**config.mk**
```make
export PLATFORM = sky130hd
export DESIGN_NAME = msdap_out_serializer
export DESIGN_NICKNAME = d
export VERILOG_FILES = /design/src/rtl/msdap_out_serializer.sv
export SDC_FILE = /design/constraint.sdc
export NUM_CORES = 1
export LEC_CHECK = 0
export ABC_AREA = 1
export CORE_ASPECT_RATIO = 1.25
export CORE_MARGIN = 2
export CORE_UTILIZATION = 42
export DETAILED_ROUTE_END_ITERATION = 16
export PLACE_DENSITY = 0.61
export SYNTH_ARGS = -nofsm -noshare
export SYNTH_HDL_FRONTEND = slang
export SYNTH_SLANG_ARGS = --single-unit
```
**constraint.sdc**
```tcl
create_clock -name sclk -period 6.15 [get_ports sclk]
set_clock_uncertainty 0.1 [all_clocks]
set_input_delay 0.615 -clock sclk [delete_from_list [all_inputs] [get_ports sclk]]
set_output_delay 0.615 -clock sclk [all_outputs]
set_load 0.02 [all_outputs]
```
**src/rtl/msdap_out_serializer.sv**
```systemverilog
// -----------------------------------------------------------------------------
// msdap_out_serializer
//
// Transmit side of the MSDAP serial protocol. Accepts the 40-bit parallel
// left/right filter results from the msdap core (strobed by load/outready) and
// shifts them out MSB-first, one serial line per channel, in lockstep. A frame
// pulse marks bit 0 of every word. A one-deep holding buffer lets the core
// deliver the next result while the current one is still being shifted, so
// back-to-back words stream with no idle gap. A word that arrives while the
// buffer is still full is dropped and reported through a sticky overflow flag.
//
// Optional feature (compile-time macro SER_PARITY_EN):
//   When defined, an even-parity bit (XOR of the WIDTH data bits) follows the
//   data bits of each channel, making a frame WIDTH+1 bits long. frame_out is
//   low during the parity bit; busy covers it.
//
// Parameters:
//   WIDTH    - bits per channel word
//   BIT_DIV  - sclk cycles each serial bit is held (>= 1)
//   CNT_BITS - bit counter width, 2^CNT_BITS > WIDTH+1
//
// Ports:
//   sclk        in   system clock, rising edge
//   reset       in   asynchronous active-high reset
//   load        in   one-cycle strobe, dataL/dataR valid
//   dataL/dataR in   parallel channel words
//   serial_outL out  left serial data, MSB first
//   serial_outR out  right serial data, MSB first
//   frame_out   out  high for the whole of bit 0 of each word
//   busy        out  high while a word is being shifted
//   ready       out  high when the holding buffer is empty
//   overflow    out  sticky, set when a word is dropped
//
// All outputs are registered; there is no combinational input-to-output path.
// -----------------------------------------------------------------------------
module msdap_out_serializer #(
    parameter int WIDTH    = 40,
    parameter int BIT_DIV  = 4,
    parameter int CNT_BITS = 6
) (
    input  logic             sclk,
    input  logic             reset,
    input  logic             load,
    input  logic [WIDTH-1:0] dataL,
    input  logic [WIDTH-1:0] dataR,
    output logic             serial_outL,
    output logic             serial_outR,
    output logic             frame_out,
    output logic             busy,
    output logic             ready,
    output logic             overflow
);

`ifdef SER_PARITY_EN
    localparam int FRAME_LEN = WIDTH + 1;
`else
    localparam int FRAME_LEN = WIDTH;
`endif

    // A divider of 1 still needs a one-bit counter that simply stays at 0.
    localparam int DIV_BITS = (BIT_DIV > 1) ? $clog2(BIT_DIV) : 1;

    typedef enum logic {
        S_IDLE  = 1'b0,
        S_SHIFT = 1'b1
    } state_t;

`ifdef SER_PARITY_EN
    // Even parity over one channel word: XOR of all data bits.
    function automatic logic f_even_parity(input logic [WIDTH-1:0] d);
        return ^d;
    endfunction
`endif

    // State and datapath registers
    state_t                r_state;
    logic                  r_hold_valid;
    logic [WIDTH-1:0]      r_hold_l;
    logic [WIDTH-1:0]      r_hold_r;
    logic [FRAME_LEN-1:0]  r_shift_l;
    logic [FRAME_LEN-1:0]  r_shift_r;
    logic [CNT_BITS-1:0]   r_bit_cnt;
    logic [DIV_BITS-1:0]   r_div_cnt;
    logic                  r_serial_l;
    logic                  r_serial_r;
    logic                  r_frame;
    logic                  r_busy;
    logic                  r_ready;
    logic                  r_overflow;

    // Next-state values
    state_t                w_state_n;
    logic                  w_hold_valid_n;
    logic [WIDTH-1:0]      w_hold_l_n;
    logic [WIDTH-1:0]      w_hold_r_n;
    logic [FRAME_LEN-1:0]  w_shift_l_n;
    logic [FRAME_LEN-1:0]  w_shift_r_n;
    logic [CNT_BITS-1:0]   w_bit_cnt_n;
    logic [DIV_BITS-1:0]   w_div_cnt_n;
    logic                  w_serial_l_n;
    logic                  w_serial_r_n;
    logic                  w_frame_n;
    logic                  w_busy_n;
    logic                  w_ready_n;
    logic                  w_overflow_n;

    logic                  w_bit_end;    // last sclk cycle of the current bit
    logic                  w_frame_end;  // current bit is the last of the frame
    logic                  w_xfer;       // holding buffer moves to shifter this edge

    assign w_bit_end   = (r_div_cnt == DIV_BITS'(BIT_DIV - 1));
    assign w_frame_end = (r_bit_cnt == CNT_BITS'(FRAME_LEN - 1));

    // Next-state, holding-buffer and registered-output computation
    always_comb begin
        w_state_n      = r_state;
        w_hold_valid_n = r_hold_valid;
        w_hold_l_n     = r_hold_l;
        w_hold_r_n     = r_hold_r;
        w_shift_l_n    = r_shift_l;
        w_shift_r_n    = r_shift_r;
        w_bit_cnt_n    = r_bit_cnt;
        w_div_cnt_n    = r_div_cnt;
        w_overflow_n   = r_overflow;
        w_xfer         = 1'b0;

        case (r_state)
            S_IDLE: begin
                if (r_hold_valid) begin
                    w_xfer = 1'b1;
                end else begin
                    w_xfer = 1'b0;
                end
            end
            S_SHIFT: begin
                if (w_bit_end) begin
                    if (w_frame_end) begin
                        // Chain straight into the buffered word so the stream
                        // has no idle cycle between frames.
                        if (r_hold_valid) begin
                            w_xfer = 1'b1;
                        end else begin
                            w_state_n = S_IDLE;
                        end
                    end else begin
                        w_shift_l_n = {r_shift_l[FRAME_LEN-2:0], 1'b0};
                        w_shift_r_n = {r_shift_r[FRAME_LEN-2:0], 1'b0};
                        w_bit_cnt_n = r_bit_cnt + CNT_BITS'(1);
                        w_div_cnt_n = DIV_BITS'(0);
                    end
                end else begin
                    w_div_cnt_n = r_div_cnt + DIV_BITS'(1);
                end
            end
            default: begin
                w_state_n = S_IDLE;
            end
        endcase

        if (w_xfer) begin
`ifdef SER_PARITY_EN
            w_shift_l_n = {r_hold_l, f_even_parity(r_hold_l)};
            w_shift_r_n = {r_hold_r, f_even_parity(r_hold_r)};
`else
            w_shift_l_n = r_hold_l;
            w_shift_r_n = r_hold_r;
`endif
            w_bit_cnt_n = CNT_BITS'(0);
            w_div_cnt_n = DIV_BITS'(0);
            w_state_n   = S_SHIFT;
        end else begin
            w_bit_cnt_n = w_bit_cnt_n;
        end

        // A buffer being emptied on this edge can accept a new word on the
        // same edge; only a buffer that stays full drops the word.
        if (load && (!r_hold_valid || w_xfer)) begin
            w_hold_l_n     = dataL;
            w_hold_r_n     = dataR;
            w_hold_valid_n = 1'b1;
        end else if (load) begin
            w_overflow_n   = 1'b1;
        end else if (w_xfer) begin
            w_hold_valid_n = 1'b0;
        end else begin
            w_hold_valid_n = r_hold_valid;
        end

        w_busy_n     = (w_state_n == S_SHIFT);
        w_serial_l_n = w_busy_n & w_shift_l_n[FRAME_LEN-1];
        w_serial_r_n = w_busy_n & w_shift_r_n[FRAME_LEN-1];
        w_frame_n    = w_busy_n & (w_bit_cnt_n == CNT_BITS'(0));
        w_ready_n    = ~w_hold_valid_n;
    end

    // State, datapath and output registers with asynchronous reset
    always_ff @(posedge sclk or posedge reset) begin
        if (reset) begin
            r_state      <= S_IDLE;
            r_hold_valid <= 1'b0;
            r_hold_l     <= {WIDTH{1'b0}};
            r_hold_r     <= {WIDTH{1'b0}};
            r_shift_l    <= {FRAME_LEN{1'b0}};
            r_shift_r    <= {FRAME_LEN{1'b0}};
            r_bit_cnt    <= CNT_BITS'(0);
            r_div_cnt    <= DIV_BITS'(0);
            r_serial_l   <= 1'b0;
            r_serial_r   <= 1'b0;
            r_frame      <= 1'b0;
            r_busy       <= 1'b0;
            r_ready      <= 1'b1;
            r_overflow   <= 1'b0;
        end else begin
            r_state      <= w_state_n;
            r_hold_valid <= w_hold_valid_n;
            r_hold_l     <= w_hold_l_n;
            r_hold_r     <= w_hold_r_n;
            r_shift_l    <= w_shift_l_n;
            r_shift_r    <= w_shift_r_n;
            r_bit_cnt    <= w_bit_cnt_n;
            r_div_cnt    <= w_div_cnt_n;
            r_serial_l   <= w_serial_l_n;
            r_serial_r   <= w_serial_r_n;
            r_frame      <= w_frame_n;
            r_busy       <= w_busy_n;
            r_ready      <= w_ready_n;
            r_overflow   <= w_overflow_n;
        end
    end

    assign serial_outL = r_serial_l;
    assign serial_outR = r_serial_r;
    assign frame_out   = r_frame;
    assign busy        = r_busy;
    assign ready       = r_ready;
    assign overflow    = r_overflow;

endmodule

```
==> results of run 1 <==
power by group through the flow:
stage	combinational (mW)	clock, mW	sequential (mW)
after floorplan	0.0694	0	1.26
after global placement	0.137	0	1.27
after detailed placement	0.140	0	1.27
after CTS	0.140	1.11	1.25
after global routing	0.159	1.15	1.25
final	0.136	1.09	1.25
layer usage:
layer | vias to the layer above | GRT usage (%) | wire, um
met1 | 2725 | 23.8 | 7700
met2 | 98 | 29.5 | 8000
met5 | - | 0 | 0
met3 | 19 | 3.15 | 558
met4 | 0 | 5.81 | 238
li1 | 2859 | - | -
registers in the layout, summed over array words and instances (netlist names):
name,count
busy,1
frame_out,1
overflow,1
r_bit_cnt,6
r_div_cnt,2
r_hold_l,40
r_hold_r,40
r_hold_valid,1
r_shift_l,40
r_shift_r,40
ready,1
serial_outL,1
serial_outR,1
placed cells by master, fill, tap and decap left out, types with 2 or more instances in the layout:
cell and instances:
inv_1 66, bufinv_16 2, nand3_1 159, nand2_4 3, o211ai_2 37, clkdlybuf4s50_1 87
ha_1 2, clkinvlp_4 3, o221ai_1 7, a21oi_1 11, clkbuf_16 17, dfrtp_1 174
nand3b_1 2, clkinv_2 2, nand2_1 245, buf_4 4, nand2_2 4, inv_6 4
clkinv_4 3, inv_2 3, nor2_1 16, o21ai_1 3, o211ai_1 31
logic make-up after synthesis:
group           synth area share (%)
buf+inv                         8.31
simple gates                    24.0
xor+xnor                       0.112
compound gates                  11.1
fa+ha+maj                      0.321
flops                           56.2
worst min-delay path, stage by stage, from the launching register on:
cell and delay, ns:
dfrtp_1 0.35, nand2_1 0.05, nand2_1 0.04
per-stage QoR:
| step | util (%) | hold slack, ns | std cells | cell area [um2] | setup slack [ns] |
|---|---|---|---|---|---|
| 3_3_place_gp | 47.4 | 0.353 | 1095 | 8620 | 2.36 |
| 2_1_floorplan | - | 0.342 | 834 | 7800 | 0.691 |
| 4_1_cts | 50.7 | 0.376 | 1127 | 9210 | 2.23 |
| 5_1_grt | 50.7 | 0.397 | 1127 | 9210 | 1.92 |
| 3_5_place_dp | 47.4 | 0.359 | 1095 | 8620 | 2.22 |
| 6_report | 50.7 | 0.372 | 1127 | 9210 | 2.33 |
how the worst max path moves through the flow:
stage | cells past startpoint | startpoint | end | slack [ns]
after floorplan | 1 | reset | busy | 0.69
after global placement | 7 | r_bit_cnt[0] | r_shift_l[2] | 2.36
after detailed placement | 7 | r_bit_cnt[0] | r_shift_l[0] | 2.22
after CTS | 7 | r_bit_cnt[0] | r_shift_l[0] | 2.23
after global routing | 7 | r_bit_cnt[0] | r_shift_l[0] | 1.92
final | 7 | r_bit_cnt[0] | r_shift_r[18] | 2.33
cell type report:
| type | count | area (um2) | share of cell area (%) |
|---|---|---|---|
| timing repair buffer | 92 | 906 | 9.83 |
| multi-input combinational | 530 | 2780 | 30.2 |
| clock buffer | 18 | 439 | 4.77 |
| inverter | 70 | 268 | 2.91 |
| clock inverter | 14 | 156 | 1.70 |
| sequential | 175 | 4380 | 47.5 |
| tap | 228 | 285 | 3.10 |
==> results by group, run 1 <==
Worst setup path
  • Critical path's largest stage delay: slightly below 1 ns
  • Most used cell, CP: nand2_2
  • R2R setup slack: 2.33 ns
  • Worst Path Max Fanout: 83
  • Largest delay contributor family on the critical path: simple AND/OR/NAND/NOR gates
  • Arrival time at the worst endpoint: 4.05 ns
  • Startpoint types: flop
  • CP bufs+invs: 0
  • Worst setup path category: reg -> reg
  • Worst path required time: 6.38 ns
  • Worst path cell trace: ha_1, nand2_1, nor2_4, nand2_2, nand2_4, nand2_2, o211ai_1
  • Worst reg2reg startpoint: r_bit_cnt[0]
  • Crit end category: flop
  • FF-to-FF End: r_shift_r[18]
  • FF-to-FF path depth: 7
  • CP max-delay cell: nand2_4

Flow run
  • Max_cap viols: 0

Clock tree
  • Hold_buf cts: 0
  • Post-CTS Repair Setup Buffers: 0
  • Htree depth: 4
  • Post-cts sizing count: 0
  • Clock Path Buffers: 2
  • Clock root buffer: clkbuf_16
  • Worst-skew pair later-pin latency: 0.43 ns
  • Clock Pin Slew Worst Setup and Hold Paths: 0.07 ns
  • TritonCTS Sinks: 175
  • Inserted Clock Buffers: 17
  • CTS tree: done

Synth
  • EDFF count, synth: 0
  • Async SR Flop Fraction: 100%
  • Synth Cell Area: approximately 8000 um2
  • Most frequent cell after synthesis: nand2_1
  • Leading area contributor after synthesis: dfrtp_1
  • Synth unique cells: 30
  • Yosys top cell area share: 55.8%
  • Most used DFF post-synth: dfrtp_1
  • Synthesis-stage register bit count: 175
  • Post-synth top cells: 247 x nand2_1, 174 x dfrtp_1, 159 x nand3_1
  • Dominant cells by area after synthesis: dfrtp_1 56%, nand2_1 12%, nand3_1 10%
  • Syn avg cell area: 9.35 um2
  • Yosys Warn Count: 0
  • Seq/Total Area, Yosys: a little under three fifths
  • Post-Syn Nets: 919
  • Syn Inst Count: ~830

Power and ir drop
  • Cell leakage power: approximately 4.4 nW
  • Sw frac: between 20% and 30%
  • Final Power: around 2.5 mW
  • Clock Power Share: 44.1%
  • Sequential power share: between 50 and 60%
  • Pint: 1.90 mW
  • PD cells: 268 nW/um2
  • Combinational power share: 5.5%
  • Switching pwr: around 0.58 mW
  • VDD IR-drop max: just over 0.2 mV

Drt
  • Drt wl/cell: approximately 15 um
  • Via total after detailed routing: roughly 5.7k
  • Post-route ant nets: 0
  • Final wirelength: between 15000 and 20000 um
  • DRC violations left: 0
  • Vias per std cell: 5.06
  • DRT Pass-1 Iters: 5
  • Iteration-0 DRC Markers: ~330

Global route
  • Largest net degree at the start of global routing: 90
  • Total gr overflow: 0
  • First-pass GRT wire length: 28400 um
  • Vias in the first global route: 5750
  • Aggregate global-route resource usage: 17.8%
  • Initial antenna violation count: 0

STA
  • Final setup fails: 0
  • Final hold vios: 0
  • Rel. slew slack: 24.0%
  • Fmax: between 200 and 300 MHz
  • Setup tns final: 0 ns
  • Slew Viols, Final: 0
  • Worst Tran Pin Value: 1.14 ns
  • Final Cycle Share: between 60% and 70%
  • Setup repair after global routing missed its margin: no
  • Final min period: between 3 and 4 ns

Floorplan
  • Die Height: 156 um
  • Row cnt: 55
  • Die width: about 130 um
  • CORE AREA: 18200 um2
  • Initial Utilization: between 40% and 50%
  • I/O pin count: 89
  • Die area: 19700 um2

Finish
  • Share of layout cells above drive strength 1: 9.90%
  • N_diodes: 0
  • Fill cell count: 1795
  • Layout Nets: 971
  • Layout area overhead: 18.2%

Hold path
  • Hold path depth: 2
  • Worst Hold End: r_hold_l[32]
  • Worst Hold Class: reg -> reg
  • Hold path startpoint: r_hold_l[32]

Run status
  • Status: finished clean

Placement
  • HPWL Detailed: 9860 um
  • IO Port Bufs: 88
  • GPL Wtd Cong: 0.762
Power figures use the tool's default switching activity.
==> run 2: changes to the inputs <==
Clock period 6.15 ns to 3.65 ns, I/O delays scaled along.
==> results by group, run 2 (same netlist as run 1, synthesis figures left out) <==
Run status
  • Status: finished clean

Worst setup path
  • CP max-delay cell: nand2_4
  • Crit end category: flop
  • R2R setup slack: 1.19 ns (-1.14 ns)
  • Arrival time at the worst endpoint: 2.70 ns (-1.35 ns)
  • Largest delay contributor family on the critical path: simple AND/OR/NAND/NOR gates
  • Worst Path Max Fanout: 52 (-37%)
  • CP bufs+invs: 1 (+1)
  • Most used cell, CP: nand2_2
  • Critical path's largest stage delay: 0.47 ns (-0.52 ns)
  • Startpoint types: flop
  • Worst path cell trace: ha_1, nand2_1, nor2_4, nand2_2, nand2_4, nand2_2, buf_12, o21ai_0
  • Worst path required time: 3.88 ns (-2.50 ns)
  • Worst setup path category: reg -> reg

Clock tree
  • Inserted Clock Buffers: 17 (unchanged)
  • Htree depth: 4 (unchanged)
  • Clock Pin Slew Worst Setup and Hold Paths: 0.07 ns (about the same)
  • CTS tree: done
  • Post-cts sizing count: 0 (unchanged)
  • Post-CTS Repair Setup Buffers: 0 (unchanged)
  • Clock root buffer: clkbuf_16
  • Worst-skew pair later-pin latency: 0.43 ns (about the same)
  • Clock Path Buffers: 2 (unchanged)
  • Hold_buf cts: 0 (unchanged)
  • TritonCTS Sinks: 175 (unchanged)

Placement
  • Pre-CTS setup slack: 1.20 ns (-1.02 ns)
  • GPL Wtd Cong: 0.752 (-1.2%)
  • IO Port Bufs: 88 (unchanged)
  • HPWL Detailed: 10300 um (+4.8%)

Global route
  • Initial antenna violation count: 0 (unchanged)
  • First-pass GRT wire length: 29300 um (+3.0%)
  • Total gr overflow: 0 (unchanged)
  • Vias in the first global route: 5900 (+2.6%)
  • Aggregate global-route resource usage: 18.5% (+0.74 points)
  • Largest net degree at the start of global routing: 90 (unchanged)

STA
  • Rel. slew slack: 38.2% (+14 points)
  • Final WS setup: 1.19 ns (-1.14 ns)
  • Final hold vios: 0 (unchanged)
  • Setup tns final: 0 ns (unchanged)
  • Setup repair after global routing missed its margin: no
  • Final min period: 2.46 ns (-1.36 ns)
  • Slew Viols, Final: 0 (unchanged)
  • Final setup fails: 0 (unchanged)
  • Final hold slack: 0.339 ns (-0.0330 ns)
  • Final Cycle Share: 67.5% (+5.3 points)
  • Worst Tran Pin Value: 0.927 ns (-0.210 ns)
  • Fmax: 406 MHz (+55%)

Flow run
  • Max_cap viols: 0 (unchanged)

Hold path
  • Worst Hold Class: in -> async

Floorplan
  • I/O pin count: 89 (unchanged)
  • Die width: 126 um (unchanged)
  • Die Height: 156 um (unchanged)
  • CORE AREA: 18200 um2 (unchanged)
  • Row cnt: 55 (unchanged)
  • Die area: 19700 um2 (unchanged)
  • Initial Utilization: 42.9% (unchanged)

Finish
  • Share of layout cells above drive strength 1: 10.2% (+0.27 points)
  • N_diodes: 0 (unchanged)
  • Most common cell after layout, fill and taps aside: nand2_1
  • Most frequent cells in the layout: 245 x nand2_1, 174 x dfrtp_1, 159 x nand3_1, 87 x clkdlybuf4s50_1, 66 x inv_1
  • Layout Nets: 977 (+0.62%)
  • Layout area overhead: 19.4%

Drt
  • Vias per std cell: 5.08 (+0.50%)
  • DRT Pass-1 Iters: 4 (-1)
  • DRC violations left: 0 (unchanged)
  • Post-route ant nets: 0 (unchanged)
  • Drt wl/cell: 15.2 um (+3.5%)
  • Iteration-0 DRC Markers: 375 (+13%)
  • Via total after detailed routing: 5760 (+1.0%)
  • Final wirelength: 17200 um (+4.1%)

Power and ir drop
  • VDD IR-drop max: 0.352 mV (+74%)
  • Cell leakage power: 4.44 nW (+0.91%)
  • PD cells: 450 nW/um2 (+68%)
run 2: cell types whose count changed in the layout (fill, tap and decap cells not counted):
cell,change
buf_4,+2
clkinv_4,-2
clkinv_2,+1
clkinvlp_4,+1
clkbuf_8,+1
buf_12,+4
inv_8,-1
clkbuf_1,+3
bufinv_16,+1
inv_6,-4
run 2: power breakdown:
part	leakage [nW]	internal [mW]	total, mW	switching (mW)
sequential	2.25	2.04	2.10	0.0574
clock	0.286	1.11	1.85	0.743
combinational	1.91	0.119	0.234	0.115
run 2: per-stage QoR:
stage | instance area, um2 | util, % | instances | power [mW]
after floorplan | 7800 | - | 834 | 2.24
after global placement | 8710 | 48.0 | 1101 | 2.37
after detailed placement | 8710 | 48.0 | 1101 | 2.38
after CTS | 9310 | 51.3 | 1133 | 4.23
after global routing | 9310 | 51.3 | 1133 | 4.36
final | 9310 | 51.3 | 1133 | 4.19
run 2: worst register-to-register path, stage by stage, from the launching register on:
cell and delay, ns:
dfrtp_1 0.38, ha_1 0.22, nand2_1 0.11, nor2_4 0.13
nand2_2 0.09, nand2_4 0.47, nand2_2 0.40, buf_12 0.28
o21ai_0 0.19
run 2: final timing paths:
| kind | depth (start not counted) | end | startpoint |
|---|---|---|---|
| setup / recovery | 8 | r_shift_l[0] | r_bit_cnt[0] |
| hold / removal | 2 | r_hold_r[16] | reset |
| setup reg to reg | 8 | r_shift_l[0] | r_bit_cnt[0] |
| hold reg to reg | 2 | r_hold_l[17] | r_hold_l[17] |
| max in group asynchronous | 3 | ready | reset |
| min in group sclk | 2 | r_hold_l[17] | r_hold_l[17] |
run 2: per-layer routing:
metal	track usage [%]	vias up	part of all wire (%)
li1	-	2867	-
met1	24.4	2773	47
met2	30.3	95	48
met3	4.14	25	3.4
met4	6.49	0	2.2
met5	0	-	0
run 2: area by class of cell:
type | instances | area (um2)
inverters | 70 | 267
well taps | 228 | 285
clock buffers | 22 | 464
multi-input cells | 530 | 2780
flip-flops and latches | 175 | 4380
clock inverters | 10 | 136
repair buffers | 98 | 1000
fillers | 1747 | 8850
